## config.mk

```make
export PLATFORM = sky130hd
export DESIGN_NAME = inst_encoder_flat
export DESIGN_NICKNAME = d
export VERILOG_FILES = /design/src/rtl/riscv_pkg.sv /design/src/rtl/inst_encoder_if.sv /design/src/rtl/sync_fifo.sv /design/src/rtl/inst_encoder.sv /design/src/flat_wrapper.sv
export SDC_FILE = /design/constraint.sdc
export NUM_CORES = 1
export LEC_CHECK = 0
export ABC_AREA = 1
export CORE_ASPECT_RATIO = 0.8
export CORE_MARGIN = 1.5
export CORE_UTILIZATION = 41
export CTS_CLUSTER_SIZE = 28
export DETAILED_ROUTE_END_ITERATION = 12
export PLACE_DENSITY = 0.77
export SYNTH_ARGS = -nofsm -noshare
export SYNTH_HDL_FRONTEND = slang
export SYNTH_SLANG_ARGS = --single-unit
```

## constraint.sdc

```tcl
create_clock -name clk -period 5.5 [get_ports clk]
set_input_delay 1.1 -clock clk [delete_from_list [all_inputs] [get_ports clk]]
set_output_delay 1.1 -clock clk [all_outputs]
set_load 0.005 [all_outputs]
```

## src/rtl/riscv_pkg.sv

```systemverilog
// Shared RV32I encoding types and constants for the instruction encoder.
package riscv_pkg;

    // Field-bundle format selector; value 7 is reserved and rejected.
    typedef enum logic [2:0] {
        FmtR       = 3'd0,
        FmtI       = 3'd1,
        FmtIShift  = 3'd2,
        FmtS       = 3'd3,
        FmtB       = 3'd4,
        FmtU       = 3'd5,
        FmtJ       = 3'd6,
        FmtIllegal = 3'd7
    } fmt_e;

    // Error codes carried with each buffered entry.
    typedef enum logic [1:0] {
        ErrNone     = 2'd0,
        ErrRange    = 2'd1,
        ErrMisalign = 2'd2,
        ErrIllegal  = 2'd3
    } err_e;

    localparam logic [6:0] OpcOp     = 7'h33;
    localparam logic [6:0] OpcOpImm  = 7'h13;
    localparam logic [6:0] OpcLoad   = 7'h03;
    localparam logic [6:0] OpcStore  = 7'h23;
    localparam logic [6:0] OpcBranch = 7'h63;
    localparam logic [6:0] OpcJal    = 7'h6f;
    localparam logic [6:0] OpcLui    = 7'h37;
    localparam logic [6:0] OpcAuipc  = 7'h17;
    localparam logic [6:0] OpcSystem = 7'h73;

    // addi x0,x0,0 -- substituted for any entry that fails its checks.
    localparam logic [31:0] Nop = 32'h0000_0013;

    // True when v[31:msb] are all equal, i.e. v fits a signed field of msb+1 bits.
    function automatic logic sext_fits(input logic [31:0] v, input int msb);
        logic all_ones;
        logic all_zeros;
        all_ones  = 1'b1;
        all_zeros = 1'b1;
        for (int i = 0; i < 32; i++) begin
            if (i >= msb) begin
                all_ones  = all_ones & v[i];
                all_zeros = all_zeros & ~v[i];
            end
        end
        return all_ones | all_zeros;
    endfunction

endpackage

```

## src/rtl/inst_encoder_if.sv

```systemverilog
// Field-bundle input, address-load control and encoded-word output bundle.
interface inst_encoder_if #(
    parameter int unsigned ADDR_W = 32
);
    logic              in_valid;
    logic              in_ready;
    logic [2:0]        in_fmt;
    logic [6:0]        in_opcode;
    logic [4:0]        in_rd;
    logic [4:0]        in_rs1;
    logic [4:0]        in_rs2;
    logic [2:0]        in_funct3;
    logic [6:0]        in_funct7;
    logic [31:0]       in_imm;
    logic              addr_load;
    logic [ADDR_W-1:0] addr_load_val;
    logic              out_valid;
    logic              out_ready;
    logic [31:0]       out_inst;
    logic [ADDR_W-1:0] out_addr;
    logic              out_err;
    logic [1:0]        out_err_code;
    logic              err_sticky;

    // Producer/consumer side (program builder, loader).
    modport master (
        output in_valid, in_fmt, in_opcode, in_rd, in_rs1, in_rs2, in_funct3, in_funct7,
        output in_imm, addr_load, addr_load_val, out_ready,
        input  in_ready, out_valid, out_inst, out_addr, out_err, out_err_code, err_sticky
    );

    // Encoder side.
    modport slave (
        input  in_valid, in_fmt, in_opcode, in_rd, in_rs1, in_rs2, in_funct3, in_funct7,
        input  in_imm, addr_load, addr_load_val, out_ready,
        output in_ready, out_valid, out_inst, out_addr, out_err, out_err_code, err_sticky
    );
endinterface

```

## src/rtl/sync_fifo.sv

```systemverilog
// Count-based synchronous FIFO; head data reads as zero while empty.
module sync_fifo #(
    parameter int unsigned Width = 8,
    parameter int unsigned Depth = 2
) (
    input  logic             clk,
    input  logic             rst_n,
    input  logic             i_push,
    input  logic [Width-1:0] i_data,
    input  logic             i_pop,
    output logic             o_full,
    output logic             o_valid,
    output logic [Width-1:0] o_data
);
    localparam int unsigned PtrW = (Depth > 1) ? $clog2(Depth) : 1;
    localparam logic [PtrW:0] DepthCnt = (PtrW + 1)'(Depth);

    logic [Width-1:0] r_mem [Depth];
    logic [PtrW-1:0]  r_wr_ptr;
    logic [PtrW-1:0]  r_rd_ptr;
    logic [PtrW:0]    r_count;
    logic             w_push;
    logic             w_pop;

    assign o_full  = (r_count == DepthCnt);
    assign o_valid = (r_count != '0);
    assign w_push  = i_push & ~o_full;
    assign w_pop   = i_pop & o_valid;
    assign o_data  = o_valid ? r_mem[r_rd_ptr] : '0;

    // Pointer and occupancy tracking; power-of-2 depth lets pointers wrap naturally.
    always_ff @(posedge clk) begin
        if (!rst_n) begin
            r_wr_ptr <= '0;
            r_rd_ptr <= '0;
            r_count  <= '0;
        end else begin
            if (w_push) begin
                r_wr_ptr <= r_wr_ptr + 1'b1;
            end
            if (w_pop) begin
                r_rd_ptr <= r_rd_ptr + 1'b1;
            end
            if (w_push && !w_pop) begin
                r_count <= r_count + 1'b1;
            end else if (!w_push && w_pop) begin
                r_count <= r_count - 1'b1;
            end
        end
    end

    // Storage write; contents need no reset because the count masks them.
    always_ff @(posedge clk) begin
        if (w_push) begin
            r_mem[r_wr_ptr] <= i_data;
        end
    end

endmodule

```

## src/rtl/inst_encoder.sv

```systemverilog
// Packs RV32I fields into an instruction word, range-checks the immediate,
// tags it with a byte address and buffers it behind a valid/ready FIFO.
module inst_encoder
    import riscv_pkg::*;
#(
    parameter int unsigned       ADDR_W    = 32,
    parameter logic [ADDR_W-1:0] BASE_ADDR = '0,
    parameter int unsigned       DEPTH     = 2
) (
    input  logic         clk,
    input  logic         rst_n,
    inst_encoder_if.slave bus
);
    localparam int unsigned FifoW = 32 + ADDR_W + 2;

    fmt_e              w_fmt;
    err_e              w_code;
    logic [31:0]       w_raw;
    logic [31:0]       w_inst;
    logic [31:0]       w_imm;
    logic              w_accept;
    logic              w_pop;
    logic              w_full;
    logic              w_head_valid;
    logic [FifoW-1:0]  w_push_data;
    logic [FifoW-1:0]  w_head;
    logic [1:0]        w_head_code;
    logic [ADDR_W-1:0] w_load_addr;
    logic [ADDR_W-1:0] w_entry_addr;
    logic [ADDR_W-1:0] r_addr;
    logic              r_err_sticky;

    assign w_fmt = fmt_e'(bus.in_fmt);
    assign w_imm = bus.in_imm;

    // Scatter fields into the selected layout and classify the immediate.
    always_comb begin
        w_raw  = '0;
        w_code = ErrNone;
        case (w_fmt)
            FmtR: begin
                w_raw = {bus.in_funct7, bus.in_rs2, bus.in_rs1, bus.in_funct3, bus.in_rd,
                         bus.in_opcode};
            end
            FmtI: begin
                w_raw = {w_imm[11:0], bus.in_rs1, bus.in_funct3, bus.in_rd, bus.in_opcode};
                if (!sext_fits(w_imm, 11)) begin
                    w_code = ErrRange;
                end
            end
            FmtIShift: begin
                w_raw = {bus.in_funct7, w_imm[4:0], bus.in_rs1, bus.in_funct3, bus.in_rd,
                         bus.in_opcode};
                if (|w_imm[31:5]) begin
                    w_code = ErrRange;
                end
            end
            FmtS: begin
                w_raw = {w_imm[11:5], bus.in_rs2, bus.in_rs1, bus.in_funct3, w_imm[4:0],
                         bus.in_opcode};
                if (!sext_fits(w_imm, 11)) begin
                    w_code = ErrRange;
                end
            end
            FmtB: begin
                w_raw = {w_imm[12], w_imm[10:5], bus.in_rs2, bus.in_rs1, bus.in_funct3,
                         w_imm[4:1], w_imm[11], bus.in_opcode};
                // Misalignment outranks range; even values fitting 13 bits top out at 4094.
                if (w_imm[0]) begin
                    w_code = ErrMisalign;
                end else if (!sext_fits(w_imm, 12)) begin
                    w_code = ErrRange;
                end
            end
            FmtU: begin
                w_raw = {w_imm[31:12], bus.in_rd, bus.in_opcode};
                if (|w_imm[11:0]) begin
                    w_code = ErrRange;
                end
            end
            FmtJ: begin
                w_raw = {w_imm[20], w_imm[10:1], w_imm[11], w_imm[19:12], bus.in_rd,
                         bus.in_opcode};
                if (w_imm[0]) begin
                    w_code = ErrMisalign;
                end else if (!sext_fits(w_imm, 20)) begin
                    w_code = ErrRange;
                end
            end
            default: begin
                w_code = ErrIllegal;
            end
        endcase
    end

    assign w_inst = (w_code == ErrNone) ? w_raw : Nop;

    assign bus.in_ready = rst_n & ~w_full;
    assign w_accept     = bus.in_valid & bus.in_ready;
    assign w_pop        = w_head_valid & bus.out_ready;

    // Loaded addresses are forced word-aligned; a load on an accept tags that entry.
    assign w_load_addr  = {bus.addr_load_val[ADDR_W-1:2], 2'b00};
    assign w_entry_addr = bus.addr_load ? w_load_addr : r_addr;
    assign w_push_data  = {w_inst, w_entry_addr, w_code};

    // Address counter and sticky error flag.
    always_ff @(posedge clk) begin
        if (!rst_n) begin
            r_addr       <= BASE_ADDR;
            r_err_sticky <= 1'b0;
        end else begin
            if (w_accept) begin
                r_addr <= w_entry_addr + ADDR_W'(4);
                if (w_code != ErrNone) begin
                    r_err_sticky <= 1'b1;
                end
            end else if (bus.addr_load) begin
                r_addr <= w_load_addr;
            end
        end
    end

    sync_fifo #(
        .Width (FifoW),
        .Depth (DEPTH)
    ) u_fifo (
        .clk     (clk),
        .rst_n   (rst_n),
        .i_push  (w_accept),
        .i_data  (w_push_data),
        .i_pop   (w_pop),
        .o_full  (w_full),
        .o_valid (w_head_valid),
        .o_data  (w_head)
    );

    assign {bus.out_inst, bus.out_addr, w_head_code} = w_head;
    assign bus.out_valid    = w_head_valid;
    assign bus.out_err_code = w_head_code;
    assign bus.out_err      = |w_head_code;
    assign bus.err_sticky   = r_err_sticky;

endmodule

```

## src/flat_wrapper.sv

```systemverilog
// flat-port wrapper written by rule: the top's interface ports become plain ports
module inst_encoder_flat import riscv_pkg::*;
#(
    parameter int unsigned       ADDR_W    = 32,
    parameter logic [ADDR_W-1:0] BASE_ADDR = '0,
    parameter int unsigned       DEPTH     = 2
)
  (clk, rst_n, bus_in_valid, bus_in_fmt, bus_in_opcode, bus_in_rd, bus_in_rs1, bus_in_rs2, bus_in_funct3, bus_in_funct7, bus_in_imm, bus_addr_load, bus_addr_load_val, bus_out_ready, bus_in_ready, bus_out_valid, bus_out_inst, bus_out_addr, bus_out_err, bus_out_err_code, bus_err_sticky);
  inst_encoder_if #(.ADDR_W(ADDR_W)) bus_i ();
  input  logic clk;
  input  logic rst_n;
  input wire logic [$bits(bus_i.in_valid)-1:0] bus_in_valid;
  input wire logic [$bits(bus_i.in_fmt)-1:0] bus_in_fmt;
  input wire logic [$bits(bus_i.in_opcode)-1:0] bus_in_opcode;
  input wire logic [$bits(bus_i.in_rd)-1:0] bus_in_rd;
  input wire logic [$bits(bus_i.in_rs1)-1:0] bus_in_rs1;
  input wire logic [$bits(bus_i.in_rs2)-1:0] bus_in_rs2;
  input wire logic [$bits(bus_i.in_funct3)-1:0] bus_in_funct3;
  input wire logic [$bits(bus_i.in_funct7)-1:0] bus_in_funct7;
  input wire logic [$bits(bus_i.in_imm)-1:0] bus_in_imm;
  input wire logic [$bits(bus_i.addr_load)-1:0] bus_addr_load;
  input wire logic [$bits(bus_i.addr_load_val)-1:0] bus_addr_load_val;
  input wire logic [$bits(bus_i.out_ready)-1:0] bus_out_ready;
  output wire logic [$bits(bus_i.in_ready)-1:0] bus_in_ready;
  output wire logic [$bits(bus_i.out_valid)-1:0] bus_out_valid;
  output wire logic [$bits(bus_i.out_inst)-1:0] bus_out_inst;
  output wire logic [$bits(bus_i.out_addr)-1:0] bus_out_addr;
  output wire logic [$bits(bus_i.out_err)-1:0] bus_out_err;
  output wire logic [$bits(bus_i.out_err_code)-1:0] bus_out_err_code;
  output wire logic [$bits(bus_i.err_sticky)-1:0] bus_err_sticky;
  assign bus_i.in_valid = bus_in_valid;
  assign bus_i.in_fmt = bus_in_fmt;
  assign bus_i.in_opcode = bus_in_opcode;
  assign bus_i.in_rd = bus_in_rd;
  assign bus_i.in_rs1 = bus_in_rs1;
  assign bus_i.in_rs2 = bus_in_rs2;
  assign bus_i.in_funct3 = bus_in_funct3;
  assign bus_i.in_funct7 = bus_in_funct7;
  assign bus_i.in_imm = bus_in_imm;
  assign bus_i.addr_load = bus_addr_load;
  assign bus_i.addr_load_val = bus_addr_load_val;
  assign bus_i.out_ready = bus_out_ready;
  assign bus_in_ready = bus_i.in_ready;
  assign bus_out_valid = bus_i.out_valid;
  assign bus_out_inst = bus_i.out_inst;
  assign bus_out_addr = bus_i.out_addr;
  assign bus_out_err = bus_i.out_err;
  assign bus_out_err_code = bus_i.out_err_code;
  assign bus_err_sticky = bus_i.err_sticky;
  inst_encoder #(.ADDR_W(ADDR_W), .BASE_ADDR(BASE_ADDR), .DEPTH(DEPTH)) u_core (.clk(clk), .rst_n(rst_n), .bus(bus_i));
endmodule
```

* After elaboration in Yosys (flattened, before gate mapping)
Memory sizes are Yosys's and may differ from the RTL's. A register that Yosys moved wholly into a read port is not among the register bits. Index checks and enable logic that the tools add are counted.
Word-level totals: flip-flop bits (word level) 37, bits in writable memories 132, input bits 104, output and inout port bits 70, memories kept 1
Cells by class: add/sub/neg operators 5, eq/ne operators 7, multiplexer cells 232, bitwise operators 171, reductions and logical operators 13
Memories:
- u_core.u_fifo.r_mem | depth 2, width 66, read ports 1, clocked after memory_dff 1, wr ports 1, RTL line sync_fifo.sv:18 | logic [Width-1:0] r_mem [Depth];
Operator list (number):
- 32-bit one-hot mux with 7 select lines | 1
- 1-bit two-way mux | 222
- 1-bit AND | 145
- 32-bit two-way mux | 3
- 66-bit two-way mux | 1
- 32-bit by 3-bit adder with 32-bit output (second input constant) | 1
- 27-bit OR reduction | 1
- 1-bit inverter | 22
- 2-bit one-hot mux with 7 select lines | 1
- 12-bit OR reduction | 1
- 3-bit equality test (second input constant) | 3
- 2-bit two-way mux | 4
- 3-bit by 2-bit equality test with 1-bit output (second input constant) | 2
- 2-bit nonzero test | 3
- 1-bit bitwise OR | 4
- 3-bit by 1-bit equality test with 1-bit output (second input constant) | 1
- 3-bit logical NOT | 1
- 1-bit adder (second input constant) | 2
- 2-bit by 1-bit adder with 2-bit output (second input constant) | 1
- 2-bit equality test (second input constant) | 1
- 1-bit logical AND | 2
- 1-bit logical NOT | 2
- 2-bit logical NOT | 1
- 2-bit AND reduction | 1
- 2 further kinds | 2

* Longest topological paths before layout
Gate-level depths: netlist of the first run.
depth in word-level cells 66, mapped depth 15, depth with buffers taken out 14

* Cells and area by module
From an unflattened synthesis of the first run, not the netlist that was laid out.
Second synthesis, totals: cell total of the unflattened synthesis 946, area total of the unflattened synthesis 8429.3 um^2
By module, submodules not included:
- sync_fifo | times used 1, cells each 391, area an instance 5315.1 um^2
- inst_encoder | times used 1, cells each 555, area an instance 3114.2 um^2

* Worst setup path after synthesis of the first run
No wires, ideal clock.
path type in2reg, start point input rst_n, end point memory u_core.u_fifo.r_mem[0][0] (netlist name), enable pin, setup time 0.491 ns, data arrival time 4.322 ns, data required time 5.009 ns, path slack 0.687 ns, stages 4, path buffers 2, cells stage by stage buf_2 -> nand3_1 -> clkbuf_1 -> nor2_1
On the way: longest elaborated chain between the ends 5
RTL lines:
- start: declaration | RTL line flat_wrapper.sv:11 | input logic rst_n;
- 1-bit AND | RTL line inst_encoder.sv:98 | assign bus.in_ready = rst_n & ~w_full;
- 1-bit AND | RTL line inst_encoder.sv:99 | assign w_accept = bus.in_valid & bus.in_ready;
- 1-bit AND | RTL line sync_fifo.sv:27 | assign w_push = i_push & ~o_full;
- 1-bit two-way mux | RTL line sync_fifo.sv:54 | if (w_push) begin
- 1-bit two-way mux (not written as such) | RTL line sync_fifo.sv:55 | r_mem[r_wr_ptr] <= i_data;
- end: declaration | RTL line sync_fifo.sv:18
Every way passes these cells.

* Worst setup path in the final report of the first run
start point input rst_n, end point output bus_in_ready
On the way: longest elaborated chain between the ends 1
RTL lines:
- 1-bit AND | RTL line inst_encoder.sv:98
- end: declaration | RTL line flat_wrapper.sv:24 | output wire logic [$bits(bus_i.in_ready)-1:0] bus_in_ready;
Every way passes these cells.

==> results of run 1 <==
sequential cells by signal, summed over array words and instances, names as in the netlist, named ones only:
name	flops
u_core.u_fifo.r_mem	132
u_core.r_addr	32
u_core.u_fifo.r_count	2
u_core.bus.err_sticky	1
u_core.u_fifo.r_rd_ptr	1
u_core.u_fifo.r_wr_ptr	1
critical path: cells and delay by family:
family,cells,cell delay [ns]
compound gates,1,0.27
buf+inv,4,1.63
cell type report:
class	instances	share of cell area
Sequential cell	170	0.447
Multi-Input combinational cell	641	0.275
Timing Repair Buffer	179	0.168
Clock buffer	18	0.0416
Tap cell	258	0.0306
Inverter	71	0.0255
Clock inverter	14	0.0121
cells by family (layout without fill, tap and decap cells):
family	Yosys count	in the layout	share of synthesized area
and+or+nand+nor	472	472	0.239
DFF	170	170	0.588
AOI/OAI and AO/OA	166	166	0.115
buffers and inverters	107	282	0.0537
adders and majority gates	2	2	0.00311
xor gates and xnor gates	1	1	0.00109
path summary, 6_finish.rpt:
path,startpoint,end,slack (ns),cells after the start
min reg2reg,u_core.r_addr[1],u_core.r_addr[1],0.44,2
max reg2reg,u_core.u_fifo.r_count[0],u_core.r_addr[24],3.07,9
min,u_core.r_addr[1],u_core.r_addr[1],0.44,2
max,rst_n,bus_in_ready,1.37,5
stage by stage:
| step | hold slack, ns | cell area [µm²] | utilization | power, µW | instances |
|---|---|---|---|---|---|
| global placement | 0.431 | 10000 | 0.524 | 2530 | 1319 |
| global route | 0.474 | 10600 | 0.553 | 3840 | 1351 |
| CTS | 0.446 | 10600 | 0.553 | 3690 | 1351 |
| finish | 0.442 | 10600 | 0.553 | 3660 | 1351 |
| floorplan | 0.422 | 8040 | - | 1990 | 918 |
| detailed placement | 0.436 | 10000 | 0.524 | 2550 | 1319 |
cells in the mapped netlist (2+ instances only):
library cell,instances
a211oi_1,2
a21oi_1,88
a221oi_1,2
a22oi_1,12
a31oi_1,10
and2_1,2
buf_1,9
buf_2,4
buf_4,4
clkbuf_1,18
dfxtp_1,38
edfxtp_1,132
ha_1,2
inv_1,70
nand2_1,302
nand2_2,3
nand3_1,19
nand3b_1,2
nand4_1,9
nor2_1,107
nor2_4,2
nor3_1,9
nor3_2,2
nor3b_1,2
nor4_1,2
o21ai_0,33
o21ai_1,6
o21ai_2,3
o21bai_1,2
o22ai_1,4
or2_2,9
power groups by stage:
| stage | sequential, µW | combinational (µW) | clock (µW) |
|---|---|---|---|
| 2_1_floorplan | 1530 | 459 | 0 |
| 6_report | 1510 | 1010 | 1140 |
| 4_1_cts | 1510 | 1010 | 1170 |
| 3_5_place_dp | 1540 | 1010 | 0 |
| 3_3_place_gp | 1540 | 998 | 0 |
| 5_1_grt | 1520 | 1110 | 1220 |
per-layer routing:
| layer | share of wire | vias up | routed length (µm) |
|---|---|---|---|
| met3 | 0.065 | 34 | 1360 |
| met1 | 0.46 | 3216 | 9630 |
| met2 | 0.45 | 253 | 9400 |
| li1 | - | 3404 | - |
| met5 | 0 | - | 0 |
| met4 | 0.019 | 0 | 404 |
==> flow_metrics.env, run 1 <==
export IMPL_status="finished clean"
export IMPL_use_met1=0.285
export IMPL_dp_slack_ns=1.39
export IMPL_place_congestion=0.922
export IMPL_clkPwrFrac=0.312
export IMPL_pwr_share_comb=0.275
export IMPL_start_util=0.421
export IMPL_timing_fmax_mhz=242
export IMPL_ys_seq_area_frac=0.588
export IMPL_area_sequential_mm2=0.00473
export IMPL_synth_edff_count=132
export IMPL_layout_commonest_cell="nand2_1"
export IMPL_antenna_cells_inserted=0
export IMPL_cts_root_buf="clkbuf_16"
export IMPL_finalSetupTns_ns=0
export IMPL_cp_required_ns=4.40
export IMPL_grt_max_degree=67
export IMPL_cts_sinks=170
export IMPL_synth_top_flop_cell="edfxtp_1"
export IMPL_grt_met3_usage=0.0401
export IMPL_post_route_period_util=0.750
export IMPL_busiest_layer="met2"
export IMPL_crit_chain="clkdlybuf4s50_1 -> buf_4 -> inv_1 -> a21oi_1 -> clkdlybuf4s50_1"
export IMPL_ctsResizeCount=0
export IMPL_synth_seq_cells=170
export IMPL_tightest_slew_ns=0.931
export IMPL_grt_pass1_vias=6354
export IMPL_die_width_um=160
export IMPL_die_area_mm2=0.0205
export IMPL_yosysWarnings=0
export IMPL_gr_total_overflow=0
export IMPL_via_count=6907
export IMPL_slew_headroom=0.379
export IMPL_postSynthAreaPerCell_um2=8.76
export IMPL_finalWirelength_um=20800
export IMPL_synthTopCellsByArea="edfxtp_1 49%, nand2_1 14%, dfxtp_1 9.5%"
export IMPL_drv_cap=0
export IMPL_seqPwrFrac=0.413
export IMPL_placeableCoreArea_mm2=0.0191
export IMPL_io_buffers=171
export IMPL_cts_buffers=17
export IMPL_finalWorstSetupSlack_ns=1.37
export IMPL_setup_viol=0
export IMPL_grt_pass1_wl_um=32700
export IMPL_place_hpwl_um=14100
export IMPL_start_kind="input pin"
export IMPL_drc=0
export IMPL_postCtsHoldBufs=0
export IMPL_multi_input_area_mm2=0.00291
export IMPL_period_needed_ns=4.13
export IMPL_switching_share=0.302
export IMPL_p_per_area_mw_per_mm2=346
export IMPL_synth_async_reset_ratio=0
export IMPL_hold_viol_final=0
export IMPL_synth_cell_types=40
export IMPL_post_route_cells_drive_above_1_share=0.0622
export IMPL_use_met2=0.332
export IMPL_cts_tree="done"
export IMPL_p_int_uw=2550
export IMPL_arrival_ns=3.03
export IMPL_post_cts_buffers=0
export IMPL_h_tree_depth=4
export IMPL_fin_nets=1186
export IMPL_io_pin_count=174
export IMPL_worstPathMaxFanout=28
export IMPL_slowest_delay_ns=0.54
export IMPL_cts_buffer_depth=2
export IMPL_most_common_layout_cells="302 x nand2_1, 171 x clkdlybuf4s50_1, 132 x edfxtp_1"
export IMPL_critical_path_slowest_cell="clkdlybuf4s50_1"
export IMPL_syn_nets=1024
export IMPL_path_class="in2out"
export IMPL_fp_row_count=45
export IMPL_cp_common_cell="clkdlybuf4s50_1"
export IMPL_antenna_found_initial=0
export IMPL_irDropWorstVdd_v=0.000192
export IMPL_syn2layout_area_growth_pct=31.4
export IMPL_via_per_inst=5.11
export IMPL_power_switching_uw=1110
export IMPL_fillers=1688
export IMPL_slew_viol_final=0
export IMPL_p_leak_uw=0.00398
export IMPL_grtUsageTotal=0.208
export IMPL_yosys_area_top_type="edfxtp_1"
export IMPL_clock_latency_ns=0.43
export IMPL_drt_iter0_markers=552
export IMPL_rsz0062_at_grt="false"
export IMPL_hp_class="reg2reg"
export IMPL_antenna_left=0
export IMPL_synthCells=918
export IMPL_die_y_um=128
export IMPL_syn_area_mm2=0.00804
export IMPL_finClkSkew_ns=0.00897
export IMPL_first_pass_iters=5
export IMPL_end_kind="output pin"
export IMPL_yosys_area_top_type_share=0.493
export IMPL_wl_per_cell_um=15.4
export IMPL_path_clk_slew_ns=0.06
(Power assumes the default switching activity.)
==> run 2: changes to the inputs <==
--- a/config.mk
+++ b/config.mk
@@ -11,7 +11,7 @@
 export CORE_UTILIZATION = 41
 export CTS_CLUSTER_SIZE = 28
 export DETAILED_ROUTE_END_ITERATION = 12
-export PLACE_DENSITY = 0.77
+export PLACE_DENSITY = 0.79
 export SYNTH_ARGS = -nofsm -noshare
 export SYNTH_HDL_FRONTEND = slang
 export SYNTH_SLANG_ARGS = --single-unit
==> constraint.sdc (replaced) <==
create_clock -name clk -period 3.4 [get_ports clk]
set_input_delay 0.68 -clock clk [delete_from_list [all_inputs] [get_ports clk]]
set_output_delay 0.68 -clock clk [all_outputs]
set_load 0.005 [all_outputs]
==> run 2 against run 1 <==
Against the previous run:
- hold slack lost 0.0022 ns
- clock skew decreased by 0.00092 ns
- setup slack got worse by 1.1 ns
- final area rose by 1.1%
- sequential share of layout area down 0.47 points
- count of clock-buffer cells in the layout down 1
- core utilization is 0.59 points higher
- sequential power rose by 62%
- combinational power is 68% higher
- critical path type is now reg2out
- largest power group unchanged
==> flow_metrics.env, run 2 (synthesized netlist as in run 1, its figures left out) <==
export IMPL_grt_pass1_vias=6588
export IMPL_p_leak_uw=0.00403
export IMPL_syn2layout_area_growth_pct=32.8
export IMPL_placeableCoreArea_mm2=0.0191
export IMPL_drc=0
export IMPL_grt_pass1_wl_um=34500
export IMPL_reg2reg_to="u_core.u_fifo.r_count[1]"
export IMPL_cts_root_buf="clkbuf_16"
export IMPL_rsz0062_at_grt="false"
export IMPL_grtUsageTotal=0.219
export IMPL_worstHoldStart="u_core.r_addr[0]"
export IMPL_cts_buffers=17
export IMPL_irDropWorstVdd_v=0.000320
export IMPL_timing_fmax_mhz=321
export IMPL_antenna_left=0
export IMPL_antenna_cells_inserted=0
export IMPL_via_per_inst=5.15
export IMPL_post_route_period_util=0.917
export IMPL_path_class="reg2out"
export IMPL_design_area_mm2=0.0107
export IMPL_worstRegToRegCells=11
export IMPL_dpl_cell_count=1331
export IMPL_io_buffers=171
export IMPL_crit_family="buffers and inverters"
export IMPL_cp_required_ns=2.72
export IMPL_slew_viol_final=0
export IMPL_die_y_um=128
export IMPL_crit_buf_inv=3
export IMPL_die_area_mm2=0.0205
export IMPL_crit_chain="inv_2 -> buf_4 -> nand2_1 -> a21oi_1 -> clkdlybuf4s50_1"
export IMPL_gr_total_overflow=0
export IMPL_grt_max_degree=67
export IMPL_reg2reg_from="u_core.u_fifo.r_count[0]"
export IMPL_end_kind="output pin"
export IMPL_hold_viol_final=0
export IMPL_largest_register="u_core.u_fifo.r_mem"
export IMPL_ctsResizeCount=0
export IMPL_worstPathMaxFanout=40
export IMPL_io_pin_count=174
export IMPL_start_kind="register"
export IMPL_post_cts_buffers=0
export IMPL_fin_cells=1363
export IMPL_cts_sinks=170
export IMPL_postPlaceCellArea_mm2=0.0101
export IMPL_arrival_ns=2.44
export IMPL_p_per_area_mw_per_mm2=556
export IMPL_status="finished clean"
export IMPL_fin_nets=1198
export IMPL_top_regs="u_core.u_fifo.r_mem: 132 flops, u_core.r_addr: 32 flops, u_core.u_fifo.r_count: 2 flops"
export IMPL_hp_class="reg2reg"
export IMPL_r2r_slack_ns=1.29
export IMPL_layout_commonest_cell="nand2_1"
export IMPL_dp_slack_ns=0.112
export IMPL_slowest_delay_ns=0.61
export IMPL_first_pass_iters=5
export IMPL_die_width_um=160
export IMPL_wl_per_cell_um=15.8
export IMPL_setup_viol=0
export IMPL_h_tree_depth=4
export IMPL_place_hpwl_um=15200
export IMPL_most_common_layout_cells="302 x nand2_1, 171 x clkdlybuf4s50_1, 132 x edfxtp_1"
export IMPL_start_util=0.421
export IMPL_post_route_cells_drive_above_1_share=0.0697
export IMPL_via_count=7016
export IMPL_fillers=1647
export IMPL_cts_tree="done"
export IMPL_tightest_slew_ns=0.838
export IMPL_place_congestion=0.897
export IMPL_largest_reg_flops=132
export IMPL_cts_buffer_depth=2
export IMPL_finClkSkew_ns=0.00805
export IMPL_slew_headroom=0.440
export IMPL_antenna_found_initial=0
export IMPL_path_clk_slew_ns=0.06
export IMPL_drv_cap=0
export IMPL_drt_iter0_markers=629
export IMPL_finalWorstSetupSlack_ns=0.281
export IMPL_whs_endpoint="u_core.r_addr[0]"
export IMPL_fp_row_count=45
export IMPL_clock_latency_ns=0.43
export IMPL_period_needed_ns=3.12
export IMPL_postCtsHoldBufs=0
export IMPL_finalWirelength_um=21600
export IMPL_whs_path_depth=2
export IMPL_critical_path_slowest_cell="inv_2"
## run 2: changes by cell type in the layout (fill, tap and decap cells not counted), sizes merged
cell / delta
inv: -3
clkinv: +4
clkbuf: -1
buf: +12
## run 2: worst max path at each step
stage | depth (start not counted) | endpoint
after floorplan | 4 | u_core.u_fifo.r_mem[0][0]
after global placement | 15 | u_core.r_addr[16]
after detailed placement | 15 | u_core.r_addr[16]
after CTS | 5 | bus_out_addr[30]
after global routing | 5 | bus_out_addr[30]
final | 5 | bus_out_addr[30]
## run 2: tightest hold or removal path, cell delays in order (launching register included)
cell     delay [ns]
dfxtp_1        0.30
inv_1          0.06
nor3_1         0.04
## run 2: per-stage QoR
| stage | setup TNS [ns] | hold WS (ns) | total power (µW) | util |
|---|---|---|---|---|
| after floorplan | -131.02 | 0.422 | 3220 | - |
| after global placement | 0 | 0.430 | 4150 | 0.531 |
| after detailed placement | 0 | 0.433 | 4180 | 0.531 |
| after CTS | 0 | 0.444 | 5960 | 0.559 |
| after global routing | 0 | 0.457 | 6220 | 0.559 |
| final | 0 | 0.440 | 5930 | 0.559 |
## run 2: cell type report
class	instances	area, µm²	area share
clock buffers	17	425	0.0399
multi-input cells	641	2910	0.272
inverters	71	269	0.0252
flip-flops and latches	170	4730	0.443
repair buffers	191	1910	0.179
well taps	258	323	0.0302
clock inverters	15	114	0.0107
## run 2: power by group
| group | switching (µW) | internal (µW) | leakage, µW |
|---|---|---|---|
| Combinational | 907 | 791 | 0.00223 |
| Sequential | 41.7 | 2400 | 0.00154 |
| Clock | 847 | 945 | 0.000263 |
| Total | 1800 | 4140 | 0.00403 |
## run 2: metal layers
layer,wire [µm],GRT usage
met1,9970,0.310
met5,0,0
met2,9680,0.335
met4,321,0.0683
met3,1610,0.0495
